### src/rtl/regfile_writeback_stage.sv
// Writeback stage: latches the MEM-stage instruction, drives the register-file write port
// one cycle later, counts retired instructions and stops the core on HALT.
module regfile_writeback_stage #(
  parameter int CNT_W = 32
) (
  input  logic             clk,
  input  logic             nRst,
  input  logic             mem_valid,
  input  logic             mem_regwr,
  input  logic [4:0]       mem_wsel,
  input  logic [1:0]       mem_wbsrc,
  input  logic [31:0]      mem_aluout,
  input  logic [31:0]      mem_dload,
  input  logic [31:0]      mem_npc,
  input  logic [15:0]      mem_imm16,
  input  logic             mem_halt,
  input  logic             stall,
  input  logic             flush,
  output logic             wb_WEN,
  output logic [4:0]       wb_wsel,
  output logic [31:0]      wb_wdat,
  output logic             halt,
  output logic [CNT_W-1:0] retired
);

  typedef enum logic {RUN, HALTED} state_t;

  typedef struct packed {
    logic        valid;
    logic        regwr;
    logic [4:0]  wsel;
    logic [1:0]  wbsrc;
    logic [31:0] aluout;
    logic [31:0] dload;
    logic [31:0] npc;
    logic [15:0] imm16;
    logic        halt;
  } stage_t;

  state_t state, state_nxt;
  stage_t st;
  logic   retire;

  // The latched instruction leaves the stage (retires) on any unstalled edge.
  assign retire = (state == RUN) && st.valid && !stall;

  always_ff @(posedge clk or negedge nRst) begin
    if (!nRst) state <= RUN;
    else       state <= state_nxt;
  end

  always_comb begin
    state_nxt = state;
    if (retire && st.halt) state_nxt = HALTED;
  end

  always_ff @(posedge clk or negedge nRst) begin
    if (!nRst) begin
      st <= '0;
    end else if (flush) begin
      st.valid <= 1'b0;
    end else if (!stall) begin
      // Once halted (or halting on this edge) nothing new is accepted.
      st.valid  <= mem_valid && (state_nxt == RUN);
      st.regwr  <= mem_regwr;
      st.wsel   <= mem_wsel;
      st.wbsrc  <= mem_wbsrc;
      st.aluout <= mem_aluout;
      st.dload  <= mem_dload;
      st.npc    <= mem_npc;
      st.imm16  <= mem_imm16;
      st.halt   <= mem_halt;
    end
  end

  always_ff @(posedge clk or negedge nRst) begin
    if (!nRst)                      retired <= '0;
    else if (retire && ~&retired)   retired <= retired + CNT_W'(1);
  end

  assign wb_WEN  = st.valid && st.regwr && (st.wsel != 5'd0) && (state == RUN);
  assign wb_wsel = st.wsel;
  assign halt    = (state == HALTED);

  always_comb begin
    wb_wdat = st.aluout;
    case (st.wbsrc)
      2'b00: wb_wdat = st.aluout;
      2'b01: wb_wdat = st.dload;
      2'b10: wb_wdat = st.npc;
      2'b11: wb_wdat = {st.imm16, 16'h0000};
      default: wb_wdat = st.aluout;
    endcase
  end

endmodule
### config.mk
export PLATFORM = sky130hd
export DESIGN_NAME = regfile_writeback_stage
export DESIGN_NICKNAME = d
export VERILOG_FILES = /design/src/rtl/regfile_writeback_stage.sv
export SDC_FILE = /design/constraint.sdc
export NUM_CORES = 1
export LEC_CHECK = 0
export CAP_MARGIN = 30
export CORE_ASPECT_RATIO = 1.2
export CORE_UTILIZATION = 45
export CTS_BUF_LIST = sky130_fd_sc_hd__clkbuf_4
export CTS_CLUSTER_DIAMETER = 150
export DETAILED_ROUTE_END_ITERATION = 16
export PLACE_DENSITY = 0.79
export SETUP_SLACK_MARGIN = 0.4
export SKIP_CTS_REPAIR_TIMING = 1
export SYNTH_ARGS = -nofsm -noshare
export SYNTH_HDL_FRONTEND = slang
export SYNTH_SLANG_ARGS = --single-unit
export TNS_END_PERCENT = 1
### constraint.sdc
create_clock -name clk -period 2.1 [get_ports clk]
set_clock_uncertainty 0.2 [all_clocks]
set_input_delay 0.63 -clock clk [delete_from_list [all_inputs] [get_ports clk]]
set_output_delay 0.63 -clock clk [all_outputs]
set_load 0.01 [all_outputs]
==> results of run 1 <==
[per-layer routing]
metal / track usage [%] / part of all wire [%]
met1: 23.9 / 38
met2: 37.9 / 52
met3: 8.01 / 7.2
met4: 9.31 / 2.3
met5: 0 / 0
[stage by stage]
stage	setup WS, ns	setup TNS, ns	hold WS, ns	std cells	area, um^2
2_1_floorplan	0.121	0	0.134	494	6990
3_3_place_gp	-0.358	-53.90	0.283	897	9400
3_5_place_dp	-0.397	-56.17	0.291	897	9400
4_1_cts	-1.02	-44.41	-0.294	929	9670
5_1_grt	-0.855	-21.75	0.0799	939	9730
6_report	-0.757	-17.62	0.139	940	9730
[how the worst max path moves through the flow]
stage                     startpoint           to  slack [ns]  cells after the start
after floorplan           retired[0]   retired[6]        0.12                      6
after global placement         stall  retired[18]       -0.36                      6
after detailed placement       stall  retired[18]       -0.40                      6
after CTS                    st[113]  wb_wdat[28]       -1.02                      3
after global routing         st[113]  wb_wdat[28]       -0.85                      5
final                        st[113]  wb_wdat[28]       -0.76                      5
[critical path: cells and delay by family (launching register included)]
kind     cells  cell delay [ns]
mux          1             0.53
buf+inv      4             0.49
flops        1             0.46
[power breakdown]
part,internal (W),total [W],leakage [nW],switching (W)
combinational,0.00112,0.00183,2.31,0.000713
clock,0.000736,0.00179,0.138,0.00105
sequential,0.00337,0.00360,1.85,0.000235
[cell type report]
| class | count | share of cell area [%] |
|---|---|---|
| multi-input combinational | 306 | 30.6 |
| antenna | 2 | 0.0514 |
| tap | 204 | 2.62 |
| inverter | 3 | 0.116 |
| clock buffer | 20 | 1.54 |
| timing repair buffer | 238 | 23.7 |
| clock inverter | 12 | 1.27 |
| sequential | 155 | 40.1 |
[cell usage in the layout (no fill, tap or decap), types with 16 or more instances in the layout]
| cell type | Yosys | routed |
|---|---|---|
| dfrtp_1 | 155 | 136 |
| mux2_2 | 122 | 122 |
| clkdlybuf4s50_1 | 0 | 122 |
| buf_2 | 14 | 27 |
| nand2_1 | 24 | 24 |
| buf_6 | 1 | 23 |
| buf_4 | 5 | 22 |
| xnor2_1 | 22 | 21 |
| clkbuf_4 | 0 | 20 |
| dfrtp_2 | 0 | 19 |
| nand3_1 | 19 | 18 |
| mux4_2 | 16 | 16 |
| mux2i_1 | 16 | 16 |
[flip-flops by register name, indices dropped and copies added, names as in the netlist]
name     cells
st         117
wb_wsel      5
halt         1
retired     32
[cell families after synthesis]
logic type      Yosys count  share of synthesized area [%]
mux                     155                           27.6
flops                   155                           56.1
simple gates             98                           8.04
buf+inv                  33                           2.43
xor+xnor                 30                           3.80
compound gates           22                           1.86
fa+ha+maj                 1                          0.181
==> flow_metrics.tcl, run 1 <==
set metrics [dict create \
    syn_nets 621 \
    multiInputGateArea_mm2 0.00298 \
    hold_class "in2reg" \
    max_freq_mhz 350 \
    antenna_left 0 \
    ys_dominant_reg_cell "dfrtp_1" \
    max_slew.worst_pin.slew_ns 0.468 \
    hp-start "flush" \
    grt_overflow_total 0 \
    grt_pass1_vias 5303 \
    rsz0062_at_grt "yes" \
    finalHoldViolCount 0 \
    grt.total_usage_pct 21.8 \
    ys_ff_latch 155 \
    power.total_w 0.00722 \
    synth_area_per_cell_um2 14.0 \
    drt_wl_total_um 16600 \
    die_x_um 115 \
    port_buffers 196 \
    fp-row-count 49 \
    arrival_ns 2.03 \
    start_util_pct 46.0 \
    path_max_fanout 7 \
    synth_warnings 0 \
    violations "setup timing" \
    cts_buffer_depth 2 \
    cts_root_buf "clkbuf_4" \
    worstSetupEndpointType "output pin" \
    grt_pass1_wl_um 25900 \
    cts_sinks 155 \
    grt_max_degree 55 \
    start_kind "register" \
    vdd_drop_max_v 0.000488 \
    drc 0 \
    area_growth_pct 40.8 \
    clkLatencyLatePin_ns 0.55 \
    gp_congestion 0.842 \
    status "finished, violations left" \
    synth_area_leaders "dfrtp_1, mux2_2, mux4_2" \
    min_period_ns 2.86 \
    async_flop_share_pct 100 \
    r2r_start "retired[1]" \
    cts_tree "yes" \
    critPathSlowestCell "mux4_2" \
    min_period_over_period_pct 136 \
    ff2ff_setup_slack_ns 0.02 \
    postSynthCellCount 494 \
    nFillCells 1142 \
    dp_hpwl_um 12100 \
    crit_path_cell_trace "buf_12, buf_12, buf_8, mux4_2, buf_6" \
    p_per_area_mw_per_mm2 742 \
    finalMaxSlewViolations 0 \
    antenna_found_initial 2 \
    holdPathEnd "st[121]" \
    htree_levels 4 \
    core_area_mm2 0.0150 \
    ff_latch_area_mm2 0.00390 \
    cts_buffers 17 \
    vias 4944 \
    rr_worst_depth 6 \
    pin_count 197 \
    worstPathRequired_ns 1.27 \
    seq_area_frac_synth_pct 56.1 \
    synth_common_cells "dfrtp_1, mux2_2, nand2_1" \
    dr.pass1.iters 5 \
    critPathKind "reg2out" \
    drt_iter0_markers 264 \
    routed_via_density 5.26 \
    drive_gt1_share_pct 41.8 \
    die_height_um 138 \
    timing.critical_path.mode_cell "buf_12" \
    p_leak_nw 4.30 \
    whs_path_depth 2 \
    slew_headroom_pct 68.8 \
    syn_area_mm2 0.00691 \
    synth_top_area_share_pct 56.1 \
    max_cap_viol_count 0 \
    r2r_end "retired[25]" \
    critPathMaxStageDelay_ns 0.53 \
    wl_per_cell_um 17.7 \
    synth-edff-count 0 \
    yosys.area.top_type "dfrtp_1" \
    dieArea_mm2 0.0159 \
    fin_nets 848 \
    layout_setup_ws_ns -0.757 \
    synth.distinct_cells 38 \
    cts.clk_slew.worst_paths_ns 0.12 \
    setup_violations 33 \
    yosysMostFrequentCell "dfrtp_1" \
    final_core_util_pct 64.8 \
]
Power figures use the tool's default switching activity.
==> run 2: changes to the inputs <==
--- a/config.mk
+++ b/config.mk
@@ -11,7 +11,7 @@
 export CTS_BUF_LIST = sky130_fd_sc_hd__clkbuf_4
 export CTS_CLUSTER_DIAMETER = 150
 export DETAILED_ROUTE_END_ITERATION = 16
-export PLACE_DENSITY = 0.79
+export PLACE_DENSITY_LB_ADDON = 0.15
 export SETUP_SLACK_MARGIN = 0.4
 export SKIP_CTS_REPAIR_TIMING = 1
 export SYNTH_ARGS = -nofsm -noshare
==> flow_metrics.tcl, run 2 (same netlist as run 1, synthesis figures left out) <==
set metrics [dict create \
    status "finished, violations left" \
    violations "setup timing" \
    slew_headroom_pct 65.7 \
    drc 0 \
    pin_count 197 \
    fin_hold_ws_ns 0.313 \
    hold_class "reg2reg" \
    max_freq_mhz 361 \
    grt_max_degree 48 \
    cts_tree "yes" \
    final_common_cell "dfrtp_1" \
    cts.clk_slew.worst_paths_ns 0.13 \
    fin_setup_tns_ns -18.40 \
    fp-row-count 49 \
    htree_levels 4 \
    grt.total_usage_pct 21.1 \
    layout_setup_ws_ns -0.673 \
    grt_pass1_wl_um 25400 \
    die_height_um 138 \
    dr.pass1.iters 4 \
    cts_root_buf "clkbuf_4" \
    arrival_ns 1.94 \
    routed_via_density 5.11 \
    start_kind "register" \
    worstSetupEndpointType "output pin" \
    grt_pass1_vias 5136 \
    critPathKind "reg2out" \
    path_max_fanout 5 \
    ff2ff_setup_slack_ns 0.09 \
    antenna_found_initial 2 \
    rr_worst_depth 5 \
    drt_iter0_markers 115 \
    cts_sinks 155 \
    whs_path_depth 1 \
    drt_wl_total_um 16100 \
    place_ws_ns -0.397 \
    power.total_w 0.00706 \
    start_util_pct 46.0 \
    largest_reg_flops 117 \
    rsz0062_at_grt "yes" \
    fin_nets 863 \
    worstPathRequired_ns 1.27 \
    wl_per_cell_um 16.9 \
    clkLatencyLatePin_ns 0.56 \
    antenna_left 0 \
    core_area_mm2 0.0150 \
    regMostFlops "st" \
    area_growth_pct 42.7 \
    min_period_ns 2.77 \
    p_leak_nw 4.25 \
    setup_violations 33 \
    hp-start "retired[29]" \
    dp_cells 905 \
    drive_gt1_share_pct 45.1 \
    cts_buffers 17 \
    dp_hpwl_um 11900 \
    final_cell_mix "dfrtp_1, clkdlybuf4s50_1, mux2_2" \
    dieArea_mm2 0.0159 \
    final_cells 955 \
    min_period_over_period_pct 132 \
    max_cap_viol_count 0 \
    port_buffers 196 \
    r2r_end "retired[1]" \
    vias 4877 \
    die_x_um 115 \
    cts_buffer_depth 2 \
    finalMaxSlewViolations 0 \
    r2r_start "retired[13]" \
    finalHoldViolCount 0 \
    holdPathEnd "retired[29]" \
    grt_overflow_total 0 \
    p_per_area_mw_per_mm2 716 \
    max_slew.worst_pin.slew_ns 0.514 \
    vdd_drop_max_v 0.000468 \
    gp_congestion 0.801 \
]
==> run 2: cell types whose count changed in the layout (fill, tap and decap cells not counted), sizes merged <==
cell / delta
clkbuf: +1
buf: +23
dlymetal6s2s: -12
bufinv: -1
clkdlybuf4s50: +1
clkinv: +3
==> run 2: critical path, stage by stage, from the launching register on <==
cell	delay [ns]
dfrtp_2	0.45
buf_12	0.14
buf_12	0.13
buf_6	0.11
mux4_2	0.43
buf_6	0.14
==> run 2: layout make-up <==
cell class,instances,area (um^2)
fillers,1179,5150
flip-flops and latches,155,3900
multi-input cells,306,3010
repair buffers,253,2440
well taps,204,255
clock buffers,18,135
clock inverters,14,105
inverters,3,11.3
diodes,2,5.00
==> run 2: power breakdown <==
part | switching (W) | internal, W
registers | 0.000217 | 0.00337
logic | 0.000729 | 0.00113
clock network | 0.00103 | 0.000578
total | 0.00198 | 0.00508
==> run 2: worst max-delay path by stage <==
stage | startpoint | to | depth (start not counted)
3_5_place_dp | stall | retired[18] | 6
4_1_cts | st[113] | wb_wdat[11] | 5
6_report | st[113] | wb_wdat[23] | 5
2_1_floorplan | retired[0] | retired[6] | 6
5_1_grt | st[113] | wb_wdat[23] | 5
3_3_place_gp | stall | retired[14] | 6
==> run 2: metal layers <==
layer  global-route usage, %  share of wire, %  vias to the layer above
met3                    7.30               6.7                       16
met5                       0                 0                        -
li1                        -                 -                     2273
met2                    36.7                51                      135
met1                    24.6                41                     2453
met4                    6.35               1.1                        0
==> run 2: through the flow <==
step	util, %	cell area, um^2
2_1_floorplan	-	6990
6_report	65.7	9870
5_1_grt	65.7	9870
3_5_place_dp	63.3	9510
3_3_place_gp	63.3	9510
4_1_cts	64.9	9750
==> run 3: changes to the inputs <==
--- a/config.mk
+++ b/config.mk
@@ -5,8 +5,8 @@
 export SDC_FILE = /design/constraint.sdc
 export NUM_CORES = 1
 export LEC_CHECK = 0
-export CAP_MARGIN = 30
 export CORE_ASPECT_RATIO = 1.2
+export CORE_MARGIN = 4
 export CORE_UTILIZATION = 45
 export CTS_BUF_LIST = sky130_fd_sc_hd__clkbuf_4
 export CTS_CLUSTER_DIAMETER = 150
==> flow_metrics.tcl, run 3 (same netlist as run 1, synthesis figures left out) <==
set metrics [dict create \
    status "finished, violations left" \
    violations "setup timing" \
    min_period_over_period_pct 129 \
    placed_area_mm2 0.00958 \
    setup_violations 33 \
    hold_class "in2reg" \
    dp_hpwl_um 12800 \
    drive_gt1_share_pct 44.3 \
    largest_reg_flops 117 \
    insertedDiodeCount 0 \
    p_per_area_mw_per_mm2 729 \
    path_max_fanout 7 \
    area_growth_pct 43.1 \
    ff2ff_setup_slack_ns 0.12 \
    min_period_ns 2.71 \
    die_height_um 144 \
    clkLatencyLatePin_ns 0.54 \
    drc 0 \
    port_buffers 196 \
    routed_via_density 5.11 \
    die_x_um 121 \
    final_cells 958 \
    layout_setup_ws_ns -0.606 \
    p_leak_nw 4.34 \
    slew_headroom_pct 68.1 \
    cts_sinks 155 \
    grt_max_degree 46 \
    htree_levels 4 \
    fp-row-count 49 \
    design_area_mm2 0.00989 \
    vias 4900 \
    arrival_ns 1.88 \
    regMostFlops "st" \
    power.total_w 0.00721 \
    worstPathRequired_ns 1.27 \
    grt_overflow_total 0 \
    start_kind "register" \
    antenna_left 0 \
    start_util_pct 46.0 \
    place_ws_ns -0.402 \
    final_common_cell "dfrtp_1" \
    drt_iter0_markers 222 \
    vdd_drop_max_v 0.000471 \
    pin_count 197 \
    finalHoldViolCount 0 \
    grt.total_usage_pct 19.7 \
    dp_cells 915 \
    cts_tree "yes" \
    grt_pass1_wl_um 26900 \
    drt_wl_total_um 17000 \
    final_core_util_pct 65.9 \
    rsz0062_at_grt "yes" \
    max_cap_viol_count 0 \
    worstSetupEndpointType "output pin" \
    max_freq_mhz 370 \
    cts.clk_slew.worst_paths_ns 0.12 \
    wl_per_cell_um 17.7 \
    final_cell_mix "dfrtp_1, mux2_2, clkdlybuf4s50_1" \
    critPathKind "reg2out" \
    antenna_found_initial 0 \
    max_slew.worst_pin.slew_ns 0.479 \
    cts_buffers 17 \
    dieArea_mm2 0.0174 \
    finalMaxSlewViolations 0 \
    cts_root_buf "clkbuf_4" \
    fin_nets 869 \
    gp_congestion 0.825 \
    core_area_mm2 0.0150 \
    cts_buffer_depth 2 \
    dr.pass1.iters 4 \
    grt_pass1_vias 5438 \
]
-- run 3: cell types whose count changed in the layout (fill, tap and decap cells not counted), moves of 3 or more --
cell            previous run  this run
clkinvlp_4                 4         0
dlymetal6s2s_1             3         9
nand3_1                   11        17
buf_4                     32        36
clkbuf_2                  18        13
clkbuf_4                  18        21
nand3_2                    7         2
buf_12                    13        16
buf_16                     3         0
-- run 3: layer usage --
metal	GRT usage (%)	share of wire, %	wire, um	up-vias
met2	34.4	53	8970	138
met4	6.43	1.4	239	0
met5	0	0	0	-
met1	23.4	40	6720	2455
li1	-	-	-	2287
met3	6.02	6.1	1030	20
-- run 3: power by group --
group | internal [W] | switching [W]
sequential | 0.00337 | 0.000227
combinational | 0.00116 | 0.000749
clock | 0.000737 | 0.000966
-- run 3: area by class of cell --
class / instances / area, um^2
inverter: 3 / 11.3
tap: 204 / 255
timing repair buffer: 259 / 2500
sequential: 155 / 3900
clock buffer: 21 / 158
multi-input combinational: 306 / 2970
fill: 1157 / 5130
clock inverter: 10 / 101
-- run 3: path summary, 6_finish.rpt --
kind / from / to / cells past startpoint
min reg2reg: retired[31] / retired[31] / 1
min: flush / st[121] / 2
max in group asynchronous: nRst / st[113] / 3
max: st[113] / wb_wdat[0] / 8
min in group asynchronous: nRst / st[69] / 2
max reg2reg: retired[12] / retired[1] / 5
-- run 3: worst max-delay path: stages, from the launching register on --
cell and delay, ns:
dfrtp_2 0.46, buf_6 0.13, buf_12 0.12, nor2b_4 0.14, buf_6 0.15, buf_6 0.11
nand2_2 0.05, o21ai_2 0.05, buf_2 0.14
-- run 3: metrics by stage --
stage	hold slack (ns)	TNS [ns]
after floorplan	0.134	0
after global placement	0.279	-56.25
after detailed placement	0.291	-56.98
after CTS	-0.228	-44.62
after global routing	0.132	-21.87
final	0.154	-17.86
